==> config.mk <==
export PLATFORM = sky130hd
export DESIGN_NAME = hazard_stall_ctrl_flat
export DESIGN_NICKNAME = d
export VERILOG_FILES = /design/src/rtl/hazard_stall_ctrl_pkg.sv /design/src/rtl/hazard_stall_ctrl_if.sv /design/src/rtl/hazard_stall_ctrl_load_use_detect.sv /design/src/rtl/hazard_stall_ctrl.sv /design/src/flat_wrapper.sv
export SDC_FILE = /design/constraint.sdc
export NUM_CORES = 1
export LEC_CHECK = 0
export BUFFER_PORTS_ARGS = -buffer_cell sky130_fd_sc_hd__clkbuf_2
export CELL_PAD_IN_SITES_DETAIL_PLACEMENT = 1
export CELL_PAD_IN_SITES_GLOBAL_PLACEMENT = 1
export CORE_MARGIN = 5
export CORE_UTILIZATION = 33
export CTS_CLUSTER_DIAMETER = 60
export DETAILED_ROUTE_END_ITERATION = 8
export PLACE_DENSITY_LB_ADDON = 0.1
export SETUP_SLACK_MARGIN = 0.05
export SLEW_MARGIN = 20
export SYNTH_ARGS = -nofsm -noshare
export SYNTH_HDL_FRONTEND = slang
export SYNTH_SLANG_ARGS = --single-unit
export TNS_END_PERCENT = 100
==> constraint.sdc <==
create_clock -name clk_i -period 2.19 [get_ports clk_i]
set_clock_uncertainty 0.2 [all_clocks]
set_input_delay 0.1095 -clock clk_i [delete_from_list [all_inputs] [get_ports clk_i]]
set_output_delay 0.1095 -clock clk_i [all_outputs]
set_load 0.005 [all_outputs]
==> src/rtl/hazard_stall_ctrl_pkg.sv <==
// Shared pipeline definitions: hazard FSM encodings, register-zero index and
// the bundle of pipeline control enables driven by the hazard controller.
package hazard_stall_ctrl_pkg;

  localparam logic [1:0] ST_RUN     = 2'd0;
  localparam logic [1:0] ST_LOADUSE = 2'd1;
  localparam logic [1:0] ST_MEMWAIT = 2'd2;

  localparam logic [4:0]  REG_ZERO  = 5'd0;
  localparam logic [15:0] CNT_MAX   = 16'hFFFF;

  typedef enum logic [1:0] {
    CAUSE_NONE    = 2'd0,
    CAUSE_BRANCH  = 2'd1,
    CAUSE_LOADUSE = 2'd2,
    CAUSE_MEM     = 2'd3
  } hazard_cause_e;

  typedef struct packed {
    logic pc_write;
    logic ifid_write;
    logic ifid_flush;
    logic idex_stall;
    logic idex_bubble;
    logic exmem_stall;
  } ctrl_t;

  localparam ctrl_t CTRL_ADVANCE = '{pc_write: 1'b1, ifid_write: 1'b1, default: 1'b0};

  function automatic logic [15:0] sat_inc16(input logic [15:0] value);
    return (value == CNT_MAX) ? value : value + 16'd1;
  endfunction

endpackage

==> src/rtl/hazard_stall_ctrl_if.sv <==
// Pipeline-side hazard bus: ID/EX source fields and events in, stage enables out.
interface hazard_stall_ctrl_if;
  logic [4:0]  ID_RSaddr_i;
  logic [4:0]  ID_RTaddr_i;
  logic        ID_usesRT_i;
  logic        EX_MemRead_i;
  logic [4:0]  EX_RTaddr_i;
  logic        branch_taken_i;
  logic        mem_stall_i;
  logic        PC_write_o;
  logic        IFID_write_o;
  logic        IFID_flush_o;
  logic        IDEX_stall_o;
  logic        IDEX_bubble_o;
  logic        EXMEM_stall_o;
  logic [15:0] stall_count_o;
  logic [1:0]  state_o;

  modport master (
    output ID_RSaddr_i, ID_RTaddr_i, ID_usesRT_i, EX_MemRead_i, EX_RTaddr_i,
           branch_taken_i, mem_stall_i,
    input  PC_write_o, IFID_write_o, IFID_flush_o, IDEX_stall_o, IDEX_bubble_o,
           EXMEM_stall_o, stall_count_o, state_o
  );

  modport slave (
    input  ID_RSaddr_i, ID_RTaddr_i, ID_usesRT_i, EX_MemRead_i, EX_RTaddr_i,
           branch_taken_i, mem_stall_i,
    output PC_write_o, IFID_write_o, IFID_flush_o, IDEX_stall_o, IDEX_bubble_o,
           EXMEM_stall_o, stall_count_o, state_o
  );
endinterface

==> src/rtl/hazard_stall_ctrl_load_use_detect.sv <==
// Load-use detector: the load in EX targets a register the ID instruction reads.
module load_use_detect
  import hazard_stall_ctrl_pkg::*;
(
  input  logic       i_mem_read,
  input  logic [4:0] i_ex_rt,
  input  logic [4:0] i_id_rs,
  input  logic [4:0] i_id_rt,
  input  logic       i_id_uses_rt,
  output logic       o_loaduse
);

  logic w_rs_match;
  logic w_rt_match;

  // Register zero is hard-wired, so a load into it never creates a dependency.
  assign w_rs_match = (i_ex_rt == i_id_rs);
  assign w_rt_match = i_id_uses_rt && (i_ex_rt == i_id_rt);
  assign o_loaduse  = i_mem_read && (i_ex_rt != REG_ZERO) && (w_rs_match || w_rt_match);

endmodule

==> src/rtl/hazard_stall_ctrl.sv <==
// Hazard stall controller: combinational stage enables from the highest-priority
// hazard, with registered state reporting and a saturating stall-cycle counter.
module hazard_stall_ctrl
  import hazard_stall_ctrl_pkg::*;
(
  input  logic                 clk_i,
  input  logic                 rst_i,
  hazard_stall_ctrl_if.slave   hz
);

  logic          w_loaduse;
  hazard_cause_e w_cause;
  ctrl_t         w_ctrl;
  logic [1:0]    w_state_next;
  logic [1:0]    r_state;
  logic [15:0]   r_stall_count;

  load_use_detect u_load_use_detect (
    .i_mem_read   (hz.EX_MemRead_i),
    .i_ex_rt      (hz.EX_RTaddr_i),
    .i_id_rs      (hz.ID_RSaddr_i),
    .i_id_rt      (hz.ID_RTaddr_i),
    .i_id_uses_rt (hz.ID_usesRT_i),
    .o_loaduse    (w_loaduse)
  );

  // A pending memory stall hides everything; a load-use bubble hides a branch,
  // which is simply seen again once the bubble has gone through.
  always_comb begin
    w_cause = CAUSE_NONE;
    if (hz.mem_stall_i) begin
      w_cause = CAUSE_MEM;
    end else if (w_loaduse) begin
      w_cause = CAUSE_LOADUSE;
    end else if (hz.branch_taken_i) begin
      w_cause = CAUSE_BRANCH;
    end
  end

  // Every state reacts to the inputs alike; the state register only records
  // which hazard is being serviced, and the unused code 3 behaves as RUN.
  always_comb begin
    w_ctrl       = CTRL_ADVANCE;
    w_state_next = ST_RUN;
    if (rst_i) begin
      case (w_cause)
        CAUSE_MEM: begin
          w_ctrl.pc_write    = 1'b0;
          w_ctrl.ifid_write  = 1'b0;
          w_ctrl.idex_stall  = 1'b1;
          w_ctrl.exmem_stall = 1'b1;
          w_state_next       = ST_MEMWAIT;
        end
        CAUSE_LOADUSE: begin
          w_ctrl.pc_write    = 1'b0;
          w_ctrl.ifid_write  = 1'b0;
          w_ctrl.idex_bubble = 1'b1;
          w_state_next       = ST_LOADUSE;
        end
        CAUSE_BRANCH: begin
          w_ctrl.ifid_flush  = 1'b1;
        end
        default: begin
          w_ctrl = CTRL_ADVANCE;
        end
      endcase
    end
  end

  always_ff @(posedge clk_i) begin
    if (!rst_i) begin
      r_state       <= ST_RUN;
      r_stall_count <= 16'd0;
    end else begin
      r_state <= w_state_next;
      if (!w_ctrl.pc_write) begin
        r_stall_count <= sat_inc16(r_stall_count);
      end
    end
  end

  assign hz.PC_write_o    = w_ctrl.pc_write;
  assign hz.IFID_write_o  = w_ctrl.ifid_write;
  assign hz.IFID_flush_o  = w_ctrl.ifid_flush;
  assign hz.IDEX_stall_o  = w_ctrl.idex_stall;
  assign hz.IDEX_bubble_o = w_ctrl.idex_bubble;
  assign hz.EXMEM_stall_o = w_ctrl.exmem_stall;
  assign hz.stall_count_o = r_stall_count;
  assign hz.state_o       = r_state;

endmodule

==> src/flat_wrapper.sv <==
// flat-port wrapper written by rule: the top's interface ports become plain ports
module hazard_stall_ctrl_flat import hazard_stall_ctrl_pkg::*;
  (clk_i, rst_i, hz_ID_RSaddr_i, hz_ID_RTaddr_i, hz_ID_usesRT_i, hz_EX_MemRead_i, hz_EX_RTaddr_i, hz_branch_taken_i, hz_mem_stall_i, hz_PC_write_o, hz_IFID_write_o, hz_IFID_flush_o, hz_IDEX_stall_o, hz_IDEX_bubble_o, hz_EXMEM_stall_o, hz_stall_count_o, hz_state_o);
  hazard_stall_ctrl_if hz_i ();
  input  logic clk_i;
  input  logic rst_i;
  input wire logic [$bits(hz_i.ID_RSaddr_i)-1:0] hz_ID_RSaddr_i;
  input wire logic [$bits(hz_i.ID_RTaddr_i)-1:0] hz_ID_RTaddr_i;
  input wire logic [$bits(hz_i.ID_usesRT_i)-1:0] hz_ID_usesRT_i;
  input wire logic [$bits(hz_i.EX_MemRead_i)-1:0] hz_EX_MemRead_i;
  input wire logic [$bits(hz_i.EX_RTaddr_i)-1:0] hz_EX_RTaddr_i;
  input wire logic [$bits(hz_i.branch_taken_i)-1:0] hz_branch_taken_i;
  input wire logic [$bits(hz_i.mem_stall_i)-1:0] hz_mem_stall_i;
  output wire logic [$bits(hz_i.PC_write_o)-1:0] hz_PC_write_o;
  output wire logic [$bits(hz_i.IFID_write_o)-1:0] hz_IFID_write_o;
  output wire logic [$bits(hz_i.IFID_flush_o)-1:0] hz_IFID_flush_o;
  output wire logic [$bits(hz_i.IDEX_stall_o)-1:0] hz_IDEX_stall_o;
  output wire logic [$bits(hz_i.IDEX_bubble_o)-1:0] hz_IDEX_bubble_o;
  output wire logic [$bits(hz_i.EXMEM_stall_o)-1:0] hz_EXMEM_stall_o;
  output wire logic [$bits(hz_i.stall_count_o)-1:0] hz_stall_count_o;
  output wire logic [$bits(hz_i.state_o)-1:0] hz_state_o;
  assign hz_i.ID_RSaddr_i = hz_ID_RSaddr_i;
  assign hz_i.ID_RTaddr_i = hz_ID_RTaddr_i;
  assign hz_i.ID_usesRT_i = hz_ID_usesRT_i;
  assign hz_i.EX_MemRead_i = hz_EX_MemRead_i;
  assign hz_i.EX_RTaddr_i = hz_EX_RTaddr_i;
  assign hz_i.branch_taken_i = hz_branch_taken_i;
  assign hz_i.mem_stall_i = hz_mem_stall_i;
  assign hz_PC_write_o = hz_i.PC_write_o;
  assign hz_IFID_write_o = hz_i.IFID_write_o;
  assign hz_IFID_flush_o = hz_i.IFID_flush_o;
  assign hz_IDEX_stall_o = hz_i.IDEX_stall_o;
  assign hz_IDEX_bubble_o = hz_i.IDEX_bubble_o;
  assign hz_EXMEM_stall_o = hz_i.EXMEM_stall_o;
  assign hz_stall_count_o = hz_i.stall_count_o;
  assign hz_state_o = hz_i.state_o;
  hazard_stall_ctrl u_core (.clk_i(clk_i), .rst_i(rst_i), .hz(hz_i));
endmodule
# Word-level counts from Yosys, hierarchy flattened
# Cells that the tools add are included.
[word_totals] reg_bits=18 latch_bits=0 ram_bits=0 mem_bits_ro=0 input_bits=21 out_inout_bits=24 word_cells=27 memories=0
[op_classes] addsub=1 mul=0 div_mod_pow=0 magnitude_cmp=0 n_eq_ne=6 n_shift=0 n_mux=9 n_bitwise=2 n_reduce_logical=7
[op_table] op="$add A16 B1 Y16 const B" count=1
[op_table] op="$eq A16 B16 Y1 const B" count=1
[op_table] op="$eq A5 B5 Y1" count=2
[op_table] op="$mux W2" count=3
[op_table] op="$mux W6" count=1
[op_table] op="$reduce_bool A5 Y1" count=1
[op_table] op="$eq A2 B2 Y1 const B" count=2
[op_table] op="$mux W1" count=4
[op_table] op="$pmux W2 S2" count=1
[op_table] op="$logic_and A1 B1 Y1" count=3
[op_table] op="$eq A2 B1 Y1 const B" count=1
[op_table] op="$not A1 Y1" count=2
[op_table] op="$reduce_and A2 Y1" count=1
[op_table] op="$reduce_or A2 Y1" count=1
[op_table] op="$logic_or A1 B1 Y1" count=1

# Logic depth before layout (Yosys ltp)
[logic_depth] depth_word=12 ltp_mapped=7 mapped_depth_nobuf=7

# By module
# A second synthesis with hierarchy kept.
[unflattened] cells_unflattened=125 hier_area_um2=1076.0
[by_module_without_submodules] mod="hazard_stall_ctrl" n_inst=1 cells_per_inst=108 area_each_um2=943.4 seq_area_each_um2=360.3
[by_module_without_submodules] mod="load_use_detect" n_inst=1 cells_per_inst=17 area_each_um2=132.6 seq_area_each_um2=0.0

# Least setup slack after synthesis
# No wires, ideal clock.
[synth_path] kind="register to register" start="register u_core.r_stall_count[0] (netlist: u_core.hz.stall_count_o[0])" end="register u_core.r_stall_count[12] (netlist: u_core.hz.stall_count_o[12])" setup_ps=71 arrival_time_ps=1569 required_ps=1919 slack_ps=350 stages_incl_launch_ff=7 path_buffers=0 synth_period_minus_slack_ps=1840 cell_sequence="dfxtp_1 > ha_1 > nand2_1 > nor3_1 > nand2b_1 > or4_1 > a21oi_1"
[synth_between] elab_chain_len=3 elab_cells_between_ends=4 classes_between="add/sub: 1; eq/ne: 1; bitwise: 1; reduce/logical: 1"
[synth_rtl] item="start: declaration" line="hazard_stall_ctrl.sv:16" rtl="logic [15:0] r_stall_count;"
[synth_rtl] item="start signal: assignment" line="hazard_stall_ctrl.sv:77" rtl="r_stall_count <= sat_inc16(r_stall_count);"
[synth_rtl] item="branches (longest 3 deep; another with $add A16 B1 Y16)"
# Several ways; the timed one is not identified.
# A chain may end at the register's enable or synchronous reset.

# Final worst setup path
# Ends and elaborated chain as after synthesis.

==> run metrics <==
run status=finished clean; Sinks on Clock Net=18; final wirelength=roughly 3100 um; Post-Syn Area=1100 um^2; # setup viols final=0; Clk pin slew, worst setup/hold paths=120 ps; H-tree levels=1; antenna diode count=0; Iteration-0 DRC Markers=15; Rows=21; crit path kind=flop to flop; gr ovfl total=0; # fillers=between 400 and 500; Post-synth EDFFs=0; crit path from=u_core.hz.stall_count_o[0]; RR Startpoint=u_core.hz.stall_count_o[0]; max cap viols=0; die width=roughly 68 um; Num CTS Buffers=3; WP data required=roughly 2200 ps; IO Count=45; Post-Route Setup TNS=0 ps; synthesis-to-finish area growth=30.9%; highest metal used=met4; Gate Count Post-Synth=between 100 and 150; multi-input logic area=between 600 and 700 um^2; final slew viol count=0; unrepaired setup endpoints after global routing=no; vias per cell=5.16; post-synthesis cell type count=37; drt first pass iters=2; Crit. End Element=flop; GR Util All Layers=~15%; Tmin final=approximately 1900 ps; root buffer cell=clkbuf_4; GPL Wtd Cong=0.747; Initial Utilization=between 30% and 40%; die area=4570 um^2; Core ar.=roughly 3300 um^2; largest net degree at the start of global routing=26; Setup crit start kind=flop; vias in the first global route=1210; Yosys warnings=0; CTS max path bufs=2; crit-path max FO=6; Leak=around 0.58 nW; CP arrival=around 2000 ps; reg2reg end=u_core.hz.stall_count_o[12]; Peak Freq=roughly 520 MHz; met2 routed WL=1580 um; global-route wire length before repair=around 5400 um; crit path capture=u_core.hz.stall_count_o[12]; area taken by flip-flops and latches=360 um^2; Die Y=roughly 68 um; syn nets=between 150 and 200; Post-Synthesis Mean Instance Area=~8.3 um^2; max_slew headroom=between 70% and 80%; FF-to-FF setup slack=about 270 ps; Clock Latency Late Sink=about 300 ps; sequential area share after synthesis=32.9%; WL per Instance=around 14 um; initial antenna violation count=0; Peak VDD IR=between 0.2 and 0.25 mV; vias=1160; met3 WL=approximately 160 um; M1 WL=roughly 1400 um; Cell Count, Final, Fillers Out=225; CTS tree=built; fin crit share=between 80% and 90%; DRC=0; final hold violations=0; ys flop type=dfxtp_1; measured slew at the worst slew-check pin=roughly 390 ps; Placed Cells=~220; power per cell area=454 nW/um^2; # port buffers=44; # nets final=around 200; commonest non-fill, non-tap cell in the layout=clkbuf_2; hpwl dp=between 2000 and 2500 um; most frequent cells in the layout=clkbuf_2 (44), nand2_1 (19), dfxtp_1 (18); Hold WC Path Type=input port to flop; number of synthesized register bits=18; layout cells sized above 1=between 30% and 40%; R2R depth=6; Synth async-reset ratio=0%; Antenna Nets Post-Route=0
worst max-delay path, stage by stage, from the launching register on:
cell      delay, ps
dfxtp_1         410
ha_1            210
nand2_1         100
nor3_2          220
nand2b_1        150
or4_1           420
a21oi_1         150
power breakdown:
group          leakage [nW]  internal [mW]  switching (mW)
registers             0.146          0.332         0.00431
clock network        0.0210          0.101           0.119
logic                 0.412         0.0454          0.0492
cell families (layout without fill, tap and decap cells):
| logic type | after synthesis | in the layout | share of synthesized area (%) |
|---|---|---|---|
| AOI/OAI and AO/OA | 24 | 24 | 14.8 |
| xor gates and xnor gates | 10 | 10 | 7.99 |
| adders and majority gates | 1 | 1 | 1.14 |
| buffers and inverters | 9 | 56 | 4.57 |
| DFF | 18 | 18 | 32.9 |
| muxes | 5 | 5 | 4.57 |
| and+or+nand+nor | 65 | 65 | 34.0 |
per-stage QoR:
step,hold WS [ps],util [%],setup WS [ps],instance area [um^2],power [mW]
2_1_floorplan,-13.9,-,350,1100,0.395
3_3_place_gp,147,41.8,143,1370,0.436
3_5_place_dp,152,41.8,61.7,1370,0.440
4_1_cts,87.1,43.5,166,1430,0.662
5_1_grt,115,43.7,58.9,1440,0.684
6_report,79.0,43.7,273,1440,0.652
cell type report:
type	count	share of cell area (%)
multi-input cells	105	48.1
flip-flops and latches	18	25.1
clock buffers	4	2.53
well taps	46	4.01
inverters	2	0.523
repair buffers	50	19.7
worst min-delay path by stage:
stage / from / slack (ps) / endpoint / cells after the start
floorplan: hz_mem_stall_i / -10 / u_core.hz.state_o[0] / 1
global placement: hz_mem_stall_i / 150 / u_core.hz.state_o[0] / 2
detailed placement: hz_mem_stall_i / 150 / u_core.hz.state_o[0] / 2
CTS: rst_i / 90 / u_core.hz.stall_count_o[15] / 2
global route: rst_i / 120 / u_core.hz.stall_count_o[15] / 2
finish: rst_i / 80 / u_core.hz.stall_count_o[15] / 2
state kept, by name, indices dropped and copies added (netlist names):
register                 cells
u_core.hz.stall_count_o     16
u_core.hz.state_o            2
cell usage after synthesis (all sizes together), types with 2 or more instances:
cell type | instances | area (um^2)
a21oi | 8 | 40.0
and2 | 2 | 12.5
and3 | 3 | 18.8
buf | 4 | 31.3
clkbuf | 3 | 11.3
dfxtp | 18 | 360
inv | 2 | 7.51
mux2i | 5 | 50.1
nand2 | 19 | 71.3
nand2b | 7 | 43.8
nand3 | 4 | 20.0
nand4 | 3 | 18.8
nor2 | 3 | 11.3
nor3 | 7 | 35.0
nor4 | 2 | 25.0
o21ai | 7 | 35.0
o31ai | 3 | 22.5
or2 | 2 | 12.5
or3 | 6 | 37.5
or4 | 3 | 22.5
xor2 | 9 | 78.8
what timing repair did:
action	CTS	global route
hold buffers	2	0
resized for setup	0	1
setup endpoints to repair	0	2
endpoints found under the hold margin	2	0
buffers inserted	0	0
routing by layer:
metal  track usage (%)  vias up
met3              3.49        2
met1              18.1      560
li1                  -      572
met4              4.56        0
met2              27.3       26
met5                 0        -
(Power assumes the default switching activity.)
